`src/rtl/mem_access_stage.sv`:
```
// Memory-access stage: runs one load or store per start over a req/ack data bus,
// returns extended load data and reports misaligned/illegal/timeout faults.
module mem_access_stage #(
    parameter int unsigned TIMEOUT = 16
) (
    input  logic        clk,
    input  logic        rst,
    input  logic        start,
    input  logic        mem_read,
    input  logic        mem_write,
    input  logic [2:0]  funct3,
    input  logic [63:0] addr,
    input  logic [63:0] store_data,
    output logic        mem_req,
    output logic        mem_we,
    output logic [63:0] mem_addr,
    output logic [63:0] mem_wdata,
    output logic [7:0]  mem_wstrb,
    input  logic        mem_ack,
    input  logic [63:0] mem_rdata,
    output logic        busy,
    output logic        done,
    output logic        fault,
    output logic [1:0]  fault_cause,
    output logic [63:0] load_data
);

    localparam int unsigned CW = (TIMEOUT < 2) ? 1 : $clog2(TIMEOUT + 1);

    typedef enum logic [1:0] {
        S_IDLE  = 2'd0,
        S_REQ   = 2'd1,
        S_DONE  = 2'd2,
        S_FAULT = 2'd3
    } state_t;

    state_t          r_state;
    logic [CW-1:0]   r_cnt;
    logic [2:0]      r_funct3;
    logic [2:0]      r_offset;

    logic [2:0]      w_offset;
    logic            w_illegal;
    logic            w_misaligned;
    logic [7:0]      w_size_strb;
    logic [63:0]     w_shifted;
    logic [63:0]     w_ext;

    // Decode the incoming request: legality, alignment and byte-lane mask
    always_comb begin
        w_offset     = addr[2:0];
        w_illegal    = (mem_read && mem_write)
                    || (mem_read && (funct3 == 3'b111))
                    || (mem_write && funct3[2]);
        w_misaligned = 1'b0;
        w_size_strb  = 8'h01;
        case (funct3[1:0])
            2'b00: begin w_misaligned = 1'b0;               w_size_strb = 8'h01; end
            2'b01: begin w_misaligned = w_offset[0];        w_size_strb = 8'h03; end
            2'b10: begin w_misaligned = |w_offset[1:0];     w_size_strb = 8'h0F; end
            default: begin w_misaligned = |w_offset;        w_size_strb = 8'hFF; end
        endcase
    end

    // Extract and extend the addressed field of the returned doubleword
    always_comb begin
        w_shifted = mem_rdata >> {r_offset, 3'b000};
        case (r_funct3)
            3'b000:  w_ext = {{56{w_shifted[7]}},  w_shifted[7:0]};
            3'b001:  w_ext = {{48{w_shifted[15]}}, w_shifted[15:0]};
            3'b010:  w_ext = {{32{w_shifted[31]}}, w_shifted[31:0]};
            3'b100:  w_ext = {56'd0, w_shifted[7:0]};
            3'b101:  w_ext = {48'd0, w_shifted[15:0]};
            3'b110:  w_ext = {32'd0, w_shifted[31:0]};
            default: w_ext = w_shifted;
        endcase
    end

    // Access FSM with all outputs registered
    always_ff @(posedge clk) begin
        if (!rst) begin
            r_state     <= S_IDLE;
            r_cnt       <= '0;
            r_funct3    <= 3'b000;
            r_offset    <= 3'b000;
            mem_req     <= 1'b0;
            mem_we      <= 1'b0;
            mem_addr    <= 64'd0;
            mem_wdata   <= 64'd0;
            mem_wstrb   <= 8'h00;
            busy        <= 1'b0;
            done        <= 1'b0;
            fault       <= 1'b0;
            fault_cause <= 2'b00;
            load_data   <= 64'd0;
        end else begin
            done  <= 1'b0;
            fault <= 1'b0;
            case (r_state)
                S_IDLE: begin
                    if (start) begin
                        busy <= 1'b1;
                        if (!mem_read && !mem_write) begin
                            r_state     <= S_DONE;
                            done        <= 1'b1;
                            fault_cause <= 2'b00;
                        end else if (w_illegal) begin
                            r_state     <= S_FAULT;
                            done        <= 1'b1;
                            fault       <= 1'b1;
                            fault_cause <= 2'b10;
                        end else if (w_misaligned) begin
                            r_state     <= S_FAULT;
                            done        <= 1'b1;
                            fault       <= 1'b1;
                            fault_cause <= 2'b01;
                        end else begin
                            r_state   <= S_REQ;
                            mem_req   <= 1'b1;
                            mem_we    <= mem_write;
                            mem_addr  <= {addr[63:3], 3'b000};
                            mem_wdata <= mem_write ? (store_data << {w_offset, 3'b000}) : 64'd0;
                            mem_wstrb <= mem_write ? 8'(w_size_strb << w_offset) : 8'h00;
                            r_funct3  <= funct3;
                            r_offset  <= w_offset;
                            r_cnt     <= CW'(1);
                        end
                    end
                end
                S_REQ: begin
                    if (mem_ack) begin
                        r_state     <= S_DONE;
                        mem_req     <= 1'b0;
                        done        <= 1'b1;
                        fault_cause <= 2'b00;
                        if (!mem_we) begin
                            load_data <= w_ext;
                        end
                    end else if ((TIMEOUT != 0) && (r_cnt == CW'(TIMEOUT))) begin
                        r_state     <= S_FAULT;
                        mem_req     <= 1'b0;
                        done        <= 1'b1;
                        fault       <= 1'b1;
                        fault_cause <= 2'b11;
                    end else begin
                        r_cnt <= r_cnt + CW'(1);
                    end
                end
                S_DONE, S_FAULT: begin
                    r_state <= S_IDLE;
                    busy    <= 1'b0;
                end
                default: begin
                    r_state <= S_IDLE;
                    busy    <= 1'b0;
                end
            endcase
        end
    end

endmodule

```
`config.mk`:
```
export PLATFORM = sky130hd
export DESIGN_NAME = mem_access_stage
export DESIGN_NICKNAME = d
export VERILOG_FILES = /design/src/rtl/mem_access_stage.sv
export SDC_FILE = /design/constraint.sdc
export NUM_CORES = 1
export LEC_CHECK = 0
export BUFFER_PORTS_ARGS = -buffer_cell sky130_fd_sc_hd__buf_2
export CORE_AREA = 2 2 160 162
export DETAILED_ROUTE_END_ITERATION = 10
export DIE_AREA = 0 0 162 164
export HOLD_SLACK_MARGIN = 0.06
export PLACE_DENSITY = 0.85
export SYNTH_ARGS = -nofsm -noshare
export SYNTH_HDL_FRONTEND = slang
export SYNTH_SLANG_ARGS = --single-unit
```
`constraint.sdc`:
```
create_clock -name clk -period 2.6 [get_ports clk]
set_clock_uncertainty 0.2 [all_clocks]
set_input_delay 0.13 -clock clk [delete_from_list [all_inputs] [get_ports clk]]
set_output_delay 0.13 -clock clk [all_outputs]
set_load 0.01 [all_outputs]
```
==> impl_metrics.env <==
export IMPL_status="finished clean"
export IMPL_vias_per_cell=6.07
export IMPL_clock_latency_ps=520
export IMPL_r2r_end="mem_wdata[45]"
export IMPL_gp_congestion=0.939
export IMPL_antenna_found_initial=0
export IMPL_ys_seq_elements=217
export IMPL_areaGrowthSynthToFinish_pct=49.9
export IMPL_synth_edff_count=0
export IMPL_yosys_area_top_type="dfxtp_1"
export IMPL_hold_slack_ps=123
export IMPL_r2r_start="r_state[0]"
export IMPL_hold_end="load_data[0]"
export IMPL_yosys_top_cells_area="dfxtp_1 40%, mux2i_1 9.4%, nand2_1 7.5%, mux4_2 6.6%, a21oi_1 5.2%"
export IMPL_setup_viol=0
export IMPL_hold_class="in -> reg"
export IMPL_ys_seq_area_share_pct=39.8
export IMPL_cts_max_level=1
export IMPL_p_leak_nw=7.01
export IMPL_multi_input_area_sq_um=6060
export IMPL_fillers=1834
export IMPL_peakVddDrop_mv=0.442
export IMPL_synth_cell_types=61
export IMPL_drv_slew=0
export IMPL_maxCapViolCount=0
export IMPL_worstHoldStart="mem_rdata[0]"
export IMPL_netlist_area_sq_um=10900
export IMPL_tns_ps=0
export IMPL_track_usage_pct=35.0
export IMPL_hold_violations=0
export IMPL_ys_async_sr_fraction_pct=0
export IMPL_setup_worst_path_class="in -> reg"
export IMPL_layout_commonest_cell="buf_2"
export IMPL_grt_setup_unrepaired="no"
export IMPL_most_common_layout_cells="402 x buf_2, 217 x nand2_1, 217 x dlygate4sd3_1"
export IMPL_post_cts_setup_buffers=0
export IMPL_worst_slew_margin_rel_pct=33.1
export IMPL_pre_cts_slack_ps=221
export IMPL_ff2ff_path_depth=7
export IMPL_post_route_util_pct=65.9
export IMPL_powerDensity_nw_per_um2=559
export IMPL_die_w_um=162
export IMPL_nets=1992
export IMPL_avgSynthCellArea_sq_um=8.97
export IMPL_totalWireLength_um=49200
export IMPL_fp_coreArea_sq_um=24800
export IMPL_ff_latch_area_sq_um=4350
export IMPL_grt_ovfl_total=0
export IMPL_io_pins=408
export IMPL_drc=0
export IMPL_first_global_vias=13100
export IMPL_hpwl_um=28700
export IMPL_postSynthCellCount=1217
export IMPL_grt_pass1_wl_um=73000
export IMPL_worstPathRequired_ps=2800
export IMPL_yosysTopAreaCellShare_pct=39.8
export IMPL_fin_crit_ps=2570
export IMPL_fin_crit_sh_pct=99.0
export IMPL_diodes=0
export IMPL_crit_arrival_ps=2770
export IMPL_finalNonFillerCells=2136
export IMPL_numCtsBuffers=24
export IMPL_dp_cells=1873
export IMPL_cts_tree="done"
export IMPL_synth_warnings=0
export IMPL_cp_end_kind="register"
export IMPL_drt_initial_drc_count=1582
export IMPL_crit_path_max_fanout=39
export IMPL_regToRegSetupSlack_ps=120
export IMPL_io_buffers=404
export IMPL_die_h_um=164
export IMPL_dieArea_sq_um=26600
export IMPL_initial_utilization_pct=44.0
export IMPL_stdcell_area_sq_um=16400
export IMPL_min_path_cells=5
export IMPL_power_mw=9.14
export IMPL_wire_per_inst_um=23.0
export IMPL_clk_path_buf_depth=3
export IMPL_grt_max_degree=86
export IMPL_clk_pin_slew_ps=60
export IMPL_fmax_mhz=388
export IMPL_clock_tree_root_cell="clkbuf_16"
export IMPL_startpoint_type="primary input"
export IMPL_cts_sinks=217
export IMPL_postRouteAntennaNets=0
export IMPL_dr_pass1_iters=6
export IMPL_worst_slack_ps=25.1
export IMPL_worst_pin_slew_ps=1000
export IMPL_synth_ff_type="dfxtp_1"
export IMPL_rows=58
export IMPL_postPlaceCellArea_sq_um=13200
export IMPL_vias=13000
export IMPL_layout_drive_gt1_share_pct=31.6
## flip-flops by register name (all words and copies together), names as in the netlist
| register | count |
|---|---|
| r_cnt | 5 |
| mem_wdata | 64 |
| busy | 1 |
| r_funct3 | 3 |
| r_offset | 3 |
| mem_we | 1 |
| done | 1 |
| fault | 1 |
| r_state | 2 |
| mem_wstrb | 8 |
| mem_addr | 61 |
| load_data | 64 |
| fault_cause | 2 |
| mem_req | 1 |
## logic make-up after synthesis
group           count (synthesis)  synth area share, %
buf+inv                       120                 5.05
xor+xnor                        3                0.241
simple gates                  348                 14.2
fa+ha+maj                       2                0.229
compound gates                380                 23.2
mux                           146                 17.2
flops                         217                 39.8
other cells                     1               0.0343
## cell type report
class,instances,area share (%)
clock inverter,10,1.12
timing repair buffer,659,28.3
clock buffer,33,4.37
sequential,217,26.6
inverter,4,0.0917
tap,330,2.52
multi-input combinational,883,37.0
## repair_timing
item / 4_1_cts / 5_1_grt
hold buffers: 218 / 0
endpoints found under the setup margin: 0 / 9
gates resized for setup: 0 / 6
endpoints found under the hold margin: 206 / 0
## worst max-delay path, cell delays in order
cell and delay [ps]:
dlygate4sd3_1 560, buf_6 150, buf_16 230, mux4_2 330, dlygate4sd3_1 570, mux2i_1 150
dlygate4sd3_1 570, o2bb2ai_1 60
## synth_stat cells (3+ instances only)
cell type / instances
a211o_1: 8
a211oi_1: 24
a21o_1: 3
a21oi_1: 113
a21oi_2: 30
a22o_1: 33
a311oi_1: 7
a31oi_1: 16
a32oi_1: 7
and2_1: 3
and3_1: 3
buf_1: 10
buf_2: 39
buf_4: 4
buf_6: 5
clkbuf_1: 58
dfxtp_1: 217
inv_1: 4
mux2_2: 9
mux2i_1: 103
mux4_2: 32
nand2_1: 217
nand2b_1: 20
nand3_1: 5
nand4_1: 3
nor2_1: 45
nor2b_1: 24
nor3_1: 11
o21ai_0: 90
o2bb2ai_1: 33
xor2_1: 3
## power by group
part           internal (mW)  switching [mW]
sequential              3.44          0.0770
combinational          0.804           0.918
clock                   2.42            1.48
## per-layer routing
metal  wire, um  vias to the layer above  GRT usage (%)
li1           -                     5540              -
met3       5200                      339           8.01
met2      23200                     1128           59.9
met1      16200                     5968           37.3
met5          0                        -              0
met4       4640                        0           28.0
## worst max path at each step
stage / startpoint / endpoint / slack (ps) / depth (start not counted)
global route: r_state[1] / mem_wdata[33] / 20 / 7
CTS: addr[1] / mem_wdata[53] / 40 / 8
detailed placement: r_offset[1] / load_data[44] / 220 / 6
floorplan: r_offset[0] / load_data[32] / 450 / 6
global placement: r_offset[1] / load_data[9] / 220 / 6
finish: addr[1] / mem_wdata[56] / 30 / 8
Note: power is estimated with default switching activity, not from simulation.
